**config.mk**
```make
export PLATFORM = sky130hd
export DESIGN_NAME = alarm_ring_sched
export DESIGN_NICKNAME = d
export VERILOG_FILES = /design/src/rtl/alarm_ring_sched.sv
export SDC_FILE = /design/constraint.sdc
export NUM_CORES = 1
export LEC_CHECK = 0
export ABC_AREA = 1
export ABC_CLOCK_PERIOD_IN_PS = 1600
export CORE_ASPECT_RATIO = 0.7
export CORE_UTILIZATION = 46
export DETAILED_ROUTE_END_ITERATION = 7
export PLACE_DENSITY = 0.86
export SYNTH_ARGS = -nofsm -noshare
export SYNTH_HDL_FRONTEND = slang
export SYNTH_SLANG_ARGS = --single-unit
```
**constraint.sdc**
```tcl
create_clock -name clk -period 1.6 [get_ports clk]
set_input_delay 0.16 -clock clk [delete_from_list [all_inputs] [get_ports clk]]
set_output_delay 0.16 -clock clk [all_outputs]
set_load 0.01 [all_outputs]
```
**src/rtl/alarm_ring_sched.sv**
```systemverilog
// Alarm event sequencer: detects the alarm minute, then runs ring / snooze / dismiss and drives the LED blink.
// Optional macro ALARM_TIMEOUT_EN adds auto-dismiss after RING_TIMEOUT seconds of continuous ringing.
module alarm_ring_sched #(
  parameter int SNOOZE_SEC = 300,
  parameter int MAX_SNOOZE = 3
`ifdef ALARM_TIMEOUT_EN
  ,
  parameter int RING_TIMEOUT = 60
`endif
) (
  input  logic       clk,
  input  logic       rst,
  input  logic       tick_1hz,
  input  logic [3:0] HT,
  input  logic [3:0] HU,
  input  logic [3:0] MT,
  input  logic [3:0] MU,
  input  logic [3:0] HT_al,
  input  logic [3:0] HU_al,
  input  logic [3:0] MT_al,
  input  logic [3:0] MU_al,
  input  logic       arm,
  input  logic       snooze,
  input  logic       stop,
  output logic       ring_led,
  output logic       ringing,
  output logic       snoozing,
  output logic [3:0] snooze_cnt,
  output logic [2:0] state
);

  typedef enum logic [2:0] {
    S_IDLE   = 3'd0,
    S_RING   = 3'd1,
    S_SNOOZE = 3'd2,
    S_DONE   = 3'd3
  } state_t;

  localparam logic [9:0] SNOOZE_LAST = 10'(SNOOZE_SEC - 1);
  localparam logic [3:0] MAX_CNT     = 4'(MAX_SNOOZE);
`ifdef ALARM_TIMEOUT_EN
  localparam logic [9:0] RING_LAST   = 10'(RING_TIMEOUT - 1);
`endif

  state_t      r_state;
  state_t      w_state_nxt;
  logic        r_match_d;
  logic        r_rise;
  logic [15:0] r_al;
  logic [9:0]  r_sec;
  logic [9:0]  w_sec_nxt;
  logic [9:0]  w_sec_inc;
  logic [3:0]  r_cnt;
  logic [3:0]  w_cnt_nxt;
  logic        r_blink;
  logic        w_blink_nxt;
  logic [15:0] w_al;
  logic [15:0] w_time;
  logic        w_match;
  logic        w_force;

  assign w_al      = {HT_al, HU_al, MT_al, MU_al};
  assign w_time    = {HT, HU, MT, MU};
  // An alarm of 00:00 means the alarm is disabled.
  assign w_match   = arm && (w_time == w_al) && (w_al != 16'h0000);
  assign w_force   = !arm || (w_al != r_al);
  assign w_sec_inc = (r_sec == 10'h3FF) ? r_sec : r_sec + 10'd1;

  always_ff @(posedge clk) begin
    if (!rst) begin
      r_state   <= S_IDLE;
      r_match_d <= 1'b0;
      r_rise    <= 1'b0;
      r_al      <= 16'h0000;
      r_sec     <= 10'd0;
      r_cnt     <= 4'd0;
      r_blink   <= 1'b0;
    end else begin
      r_state   <= w_state_nxt;
      r_match_d <= w_match;
      r_rise    <= w_match && !r_match_d;
      r_al      <= w_al;
      r_sec     <= w_sec_nxt;
      r_cnt     <= w_cnt_nxt;
      r_blink   <= w_blink_nxt;
    end
  end

  // A button taken in the same cycle as a tick consumes that tick.
  always_comb begin
    w_state_nxt = r_state;
    w_sec_nxt   = r_sec;
    w_cnt_nxt   = r_cnt;
    w_blink_nxt = r_blink;
    if (w_force) begin
      w_state_nxt = S_IDLE;
      w_sec_nxt   = 10'd0;
      w_cnt_nxt   = 4'd0;
    end else begin
      case (r_state)
        S_IDLE: begin
          if (r_rise) begin
            w_state_nxt = S_RING;
            w_sec_nxt   = 10'd0;
            w_cnt_nxt   = 4'd0;
            w_blink_nxt = 1'b1;
          end
        end
        S_RING: begin
          if (stop) begin
            w_state_nxt = S_DONE;
          end else if (snooze) begin
            if (r_cnt < MAX_CNT) begin
              w_state_nxt = S_SNOOZE;
              w_cnt_nxt   = r_cnt + 4'd1;
              w_sec_nxt   = 10'd0;
            end else begin
              w_state_nxt = S_DONE;
            end
          end else if (tick_1hz) begin
            w_blink_nxt = !r_blink;
`ifdef ALARM_TIMEOUT_EN
            if (r_sec == RING_LAST) begin
              w_state_nxt = S_DONE;
            end else begin
              w_sec_nxt = w_sec_inc;
            end
`endif
          end
        end
        S_SNOOZE: begin
          if (stop) begin
            w_state_nxt = S_DONE;
          end else if (tick_1hz) begin
            if (r_sec == SNOOZE_LAST) begin
              w_state_nxt = S_RING;
              w_sec_nxt   = 10'd0;
              w_blink_nxt = 1'b1;
            end else begin
              w_sec_nxt = w_sec_inc;
            end
          end
        end
        S_DONE: begin
          if (!w_match) begin
            w_state_nxt = S_IDLE;
          end
        end
        default: begin
          w_state_nxt = S_IDLE;
        end
      endcase
    end
  end

  assign ringing    = (r_state == S_RING);
  assign snoozing   = (r_state == S_SNOOZE);
  assign ring_led   = ringing && r_blink;
  assign snooze_cnt = r_cnt;
  assign state      = r_state;

endmodule

```
* After elaboration in Yosys (flattened, before gate mapping)
Index checks and enable logic that the tools add are counted.
** Word-level totals
- Register bits :: 36
- Input port bits :: 38
- Logic and storage cells :: 81
** Cells by class
- Add/subtract/negate cells :: 2
- $lt $le $gt $ge :: 1
- Equality and inequality tests :: 21
- Multiplexer cells :: 31
- Bitwise gates (word level) :: 2
- Reduce and logical (&&, ||, !) cells :: 17
** Operators with widths (count)
- $mux W10 :: 8
- $pmux W10 S3 :: 1
- $mux W3 :: 7
- $eq A16 B16 Y1 :: 1
- $mux W4 :: 4
- $ne A16 B16 Y1 :: 1
- $ne A2 B2 Y1 const B :: 8
- $reduce_bool A16 Y1 :: 1
- $pmux W3 S4 :: 1
- $add A10 B1 Y10 const B :: 1
- $eq A10 B10 Y1 const B :: 1
- $eq A10 B9 Y1 const B :: 1
- $reduce_and A5 Y1 :: 2
- $reduce_and A9 Y1 :: 1
- $mux W1 :: 8
- $pmux W4 S2 :: 1
- $reduce_and A8 Y1 :: 1
- $eq A3 B2 Y1 const B :: 2
- $ne A3 B2 Y1 const B :: 2
- $ne A3 B3 Y1 const B :: 2
- $add A4 B1 Y4 const B :: 1
- $logic_and A1 B1 Y1 :: 4
- $lt A4 B2 Y1 const B :: 1
- $ne A2 B1 Y1 const B :: 2
- other kinds (9) :: 12

* Longest topological paths before layout
- Depth in word-level cells :: 6
- Mapped depth :: 13

* Worst setup path after synthesis
No wires, ideal clock.
- Path kind :: reg2reg
- Start :: reg r_cnt[0], in the netlist snooze_cnt[0]
- End :: reg r_sec[6]
- Arrival time :: 1440 ps
- Path slack :: 50 ps
- Cell stages (with the launch flop) :: 13
- Buffers on the path :: 1
- Cell sequence :: dfxtp_1 ha_1 nor2_1 nand3_1 nand2_2 inv_1 nor2_2 nand2_2 buf_6 inv_2 o21ai_1 nand2_1 nor2_2
** On the way
- Cells in the longest elaborated chain, start to end :: 3
** Ends and longest elaborated chain
- start: declaration :: RTL line 53 : logic [3:0] r_cnt;
- start signal: assignment :: RTL line 84 : r_cnt <= w_cnt_nxt;
- $lt A4 B2 Y1 :: RTL line 113 : if (r_cnt < MAX_CNT) begin
- $ne A2 B1 Y1 (no line)
- $reduce_and A8 Y1 (no line)
- end signal: assignment :: RTL line 83 : r_sec <= w_sec_nxt;
- end: declaration :: RTL line 50 : logic [9:0] r_sec;
Every way passes these cells.
A chain may end at the register's enable or synchronous reset.

* Final worst setup path
- Start :: reg r_cnt[1], in the netlist snooze_cnt[1]
- End :: reg r_sec[5]
Same word-level chain as after synthesis.

==> summary.md <==
| Metric | Value |
|---|---|
| Status | `finished, violations left` |
| Failing checks | `setup timing` |
| Fin area | `3470 µm²` |
| Synth-to-layout area growth | `50.6%` |
| Worst EP required | `1.83 ns` |
| Max_cap viols | `0` |
| Post-DR wirelength/cell | `13.0 µm` |
| Clock insertion delay at the later pin of the skew report | `0.29 ns` |
| Pwr Density | `579 nW/µm²` |
| H-tree depth | `2` |
| Starting Density | `48.0%` |
| Synth Area in Adders | `1.09%` |
| Achievable Freq | `622 MHz` |
| Number of DRC markers in iteration 0 | `249` |
| Largest family of logic cells by synthesized area | `simple AND/OR/NAND/NOR gates` |
| Worst Skew | `0.00790 ns` |
| Routed wire length | `7280 µm` |
| Core area | `4810 µm²` |
| Reg2reg start | `snooze_cnt[1]` |
| Number of hold buffers added after CTS | `0` |
| Post-synthesis xor/xnor area fraction | `4.94%` |
| Final cell count without fillers | `562` |
| Period minus WS final | `1.61 ns` |
| Setup violators final | `4` |
| Via count | `2786` |
| Seq/Total Area, Yosys | `30.4%` |
| Gr usage total | `26.2%` |
| Main synth FF type | `dfxtp_1` |
| Synth area leader | `dfxtp_1` |
| Post-Synthesis Cells | `392` |
| Hold WC Path Type | `in -> reg` |
| Root Driver | `clkbuf_8` |
| DIE AREA | `5300 µm²` |
| CTS clk-pin slew, worst paths | `0.08 ns` |
| Share of the synthesized area in the top cell type | `30.4%` |
| GRT Max-Usage Layer | `met2` |
| Ranking of synthesized cells by area | `dfxtp_1, nand2_1, inv_1` |
| Final hold viol count | `0` |
| Fillers | `361` |
| CTS Buf Count | `5` |
| Crit path from | `snooze_cnt[1]` |
| Crit path DAT | `1.84 ns` |
| Vias per cell | `4.96` |
| Critical Path End | `r_sec[5]` |
| Deepest clock path buffer count | `2` |
| CP max FO | `7` |
| Proportion of layout cells with a drive suffix above 1 | `21.5%` |
| Cell Area, Synth | `2310 µm²` |
| RSZ-0062 raised after global routing | `yes` |
| GR Layer Usage met3 | `6.43%` |
| Maximum VDD drop | `0.339 mV` |
| CP Launch Type | `flip-flop` |
| WS Path Type | `reg -> reg` |
| Synth top cells by count | `nand2_1, inv_1, nor2_1` |
| GR Layer Usage met2 | `43.9%` |
| Die Y-Extent | `61.2 µm` |
| Syn nets | `432` |
| Sink Count | `35` |
| Crit. End Element | `flip-flop` |
| FFs w/ async S/R, synth | `0%` |
| Worst R2R Path Depth | `12` |
| R2R setup slack | `-0.007 ns` |
| Placed cell area | `3200 µm²` |
| Final nets | `532` |
| Pre-antenna DRT Iters | `6` |
| Vias in the first global route | `2436` |
| Placed Cells | `550` |
| Leakage | `1.75 nW` |
| Count leader, synth | `nand2_1` |
| Final Max Slew Viols | `0` |
| Num rows | `21` |
| DR DRC count | `0` |
| FF-to-FF End | `r_sec[5]` |
| Final critical-path share of the clock period | `100%` |
| Largest net degree at the start of global routing | `18` |
| Synth Area in Compound Gates | `7.05%` |
| Met1 usage | `33.5%` |
| #FFs+latches synth | `35` |
| Multiplexer share of the synthesized area | `0%` |
| Mapped Avg Cell Area | `5.88 µm²` |
| Hold_ws | `0.171 ns` |
| ANT cells | `0` |
| Worst setup margin | `-0.00728 ns` |
| Port Buffer Count | `46` |
| CTS tree | `built` |
| Die Width | `86.6 µm` |
| Hpwl dp | `5090 µm` |
| Post-synth EDFFs | `0` |
| Finished Core Util | `72.2%` |
| Dpl ws | `-0.253 ns` |
| Distinct cells, synth | `33` |
| RD Place Congestion | `0.934` |
| Initial antenna violation count | `0` |
| Post-route ant nets | `0` |
| Top Ports | `48` |
| Global-route wire length before repair | `10500 µm` |
| Synthesis Warnings | `0` |
| Grt ovf | `0` |
| Synth Area in Simple Gates | `41.4%` |
-- area by class of cell --
cell class / instances / area [µm²] / area share, %
Clock buffer: 8 / 100 / 2.88
Inverter: 85 / 322 / 9.26
Sequential cell: 35 / 713 / 20.5
Timing Repair Buffer: 97 / 877 / 25.3
Tap cell: 69 / 86.3 / 2.49
Multi-Input combinational cell: 268 / 1380 / 39.6
-- metal layers --
layer | vias to the layer above | wire length [µm] | share of wire, %
met5 | - | 0 | 0
met4 | 0 | 159 | 2.2
met3 | 21 | 661 | 9.1
met2 | 128 | 3370 | 46
met1 | 1253 | 3090 | 42
li1 | 1384 | - | -
-- kinds of logic (layout without fill, tap and decap cells) --
kind of cell,after synthesis,count (layout)
xor+xnor,13,13
compound gates,29,29
simple gates,223,223
fa+ha+maj,2,2
other cells,1,1
buf+inv,89,190
flops,35,35
-- where the power goes --
part           internal, W  total (W)  leakage [nW]  switching, W
Sequential        0.000889   0.000899         0.290    0.00000989
Combinational     0.000197   0.000384          1.41      0.000186
Clock             0.000393   0.000728        0.0515      0.000335
Total              0.00148    0.00201          1.75      0.000531
-- timing repair --
item	in CTS	in global routing
setup endpoints to repair	14	18
buffers inserted	1	3
resized for setup	11	32
pin swaps	5	12
-- worst min path at each step --
stage,to,cells past startpoint,startpoint,slack (ns)
final,r_al[2],3,MU_al[2],0.17
after CTS,r_rise,1,r_match_d,0.39
after global routing,r_al[2],3,MU_al[2],0.22
after global placement,r_rise,1,r_match_d,0.38
after detailed placement,r_rise,1,r_match_d,0.39
after floorplan,r_al[0],2,MU_al[0],0.25
-- critical path: stages (launching register included) --
cell and delay (ns):
dfxtp_2 0.34, ha_4 0.17, nor2_4 0.12, nand3_2 0.11
nand2_2 0.10, inv_2 0.05, nor2_4 0.13, nand2_4 0.10
nor2_4 0.21, nand2_1 0.08, nand2_1 0.05, inv_1 0.03
nor2_1 0.06
-- cells in the final DEF (no fill, tap or decap), types with 3 or more instances in the layout --
cell,n
clkbuf_8,7
dfxtp_2,4
nand3_2,5
nand2_2,4
nor2_2,5
a21oi_1,11
xor2_1,10
dfxtp_1,29
nand4_1,11
nor2_1,38
nand2_1,127
o21ai_0,7
o22ai_1,3
nor3_2,3
inv_2,8
nor2_4,6
buf_4,48
nand3_1,11
inv_1,76
xnor2_1,3
nor3_1,7
dlymetal6s2s_1,3
clkdlybuf4s50_1,41
-- stage by stage --
step	power [W]	setup TNS (ns)
after CTS	0.00199	0
after global placement	0.00127	-2.39
final	0.00201	-0.0201
after floorplan	0.00107	0
after detailed placement	0.00128	-3.47
after global routing	0.00208	-1.23
-- sequential cells by signal, summed over array words and instances, names as in the netlist --
name and cells:
r_al 16, r_sec 10, snooze_cnt 4, state 2, r_blink 1, r_match_d 1, r_rise 1
No activity file was read; power rests on OpenSTA's default activity.
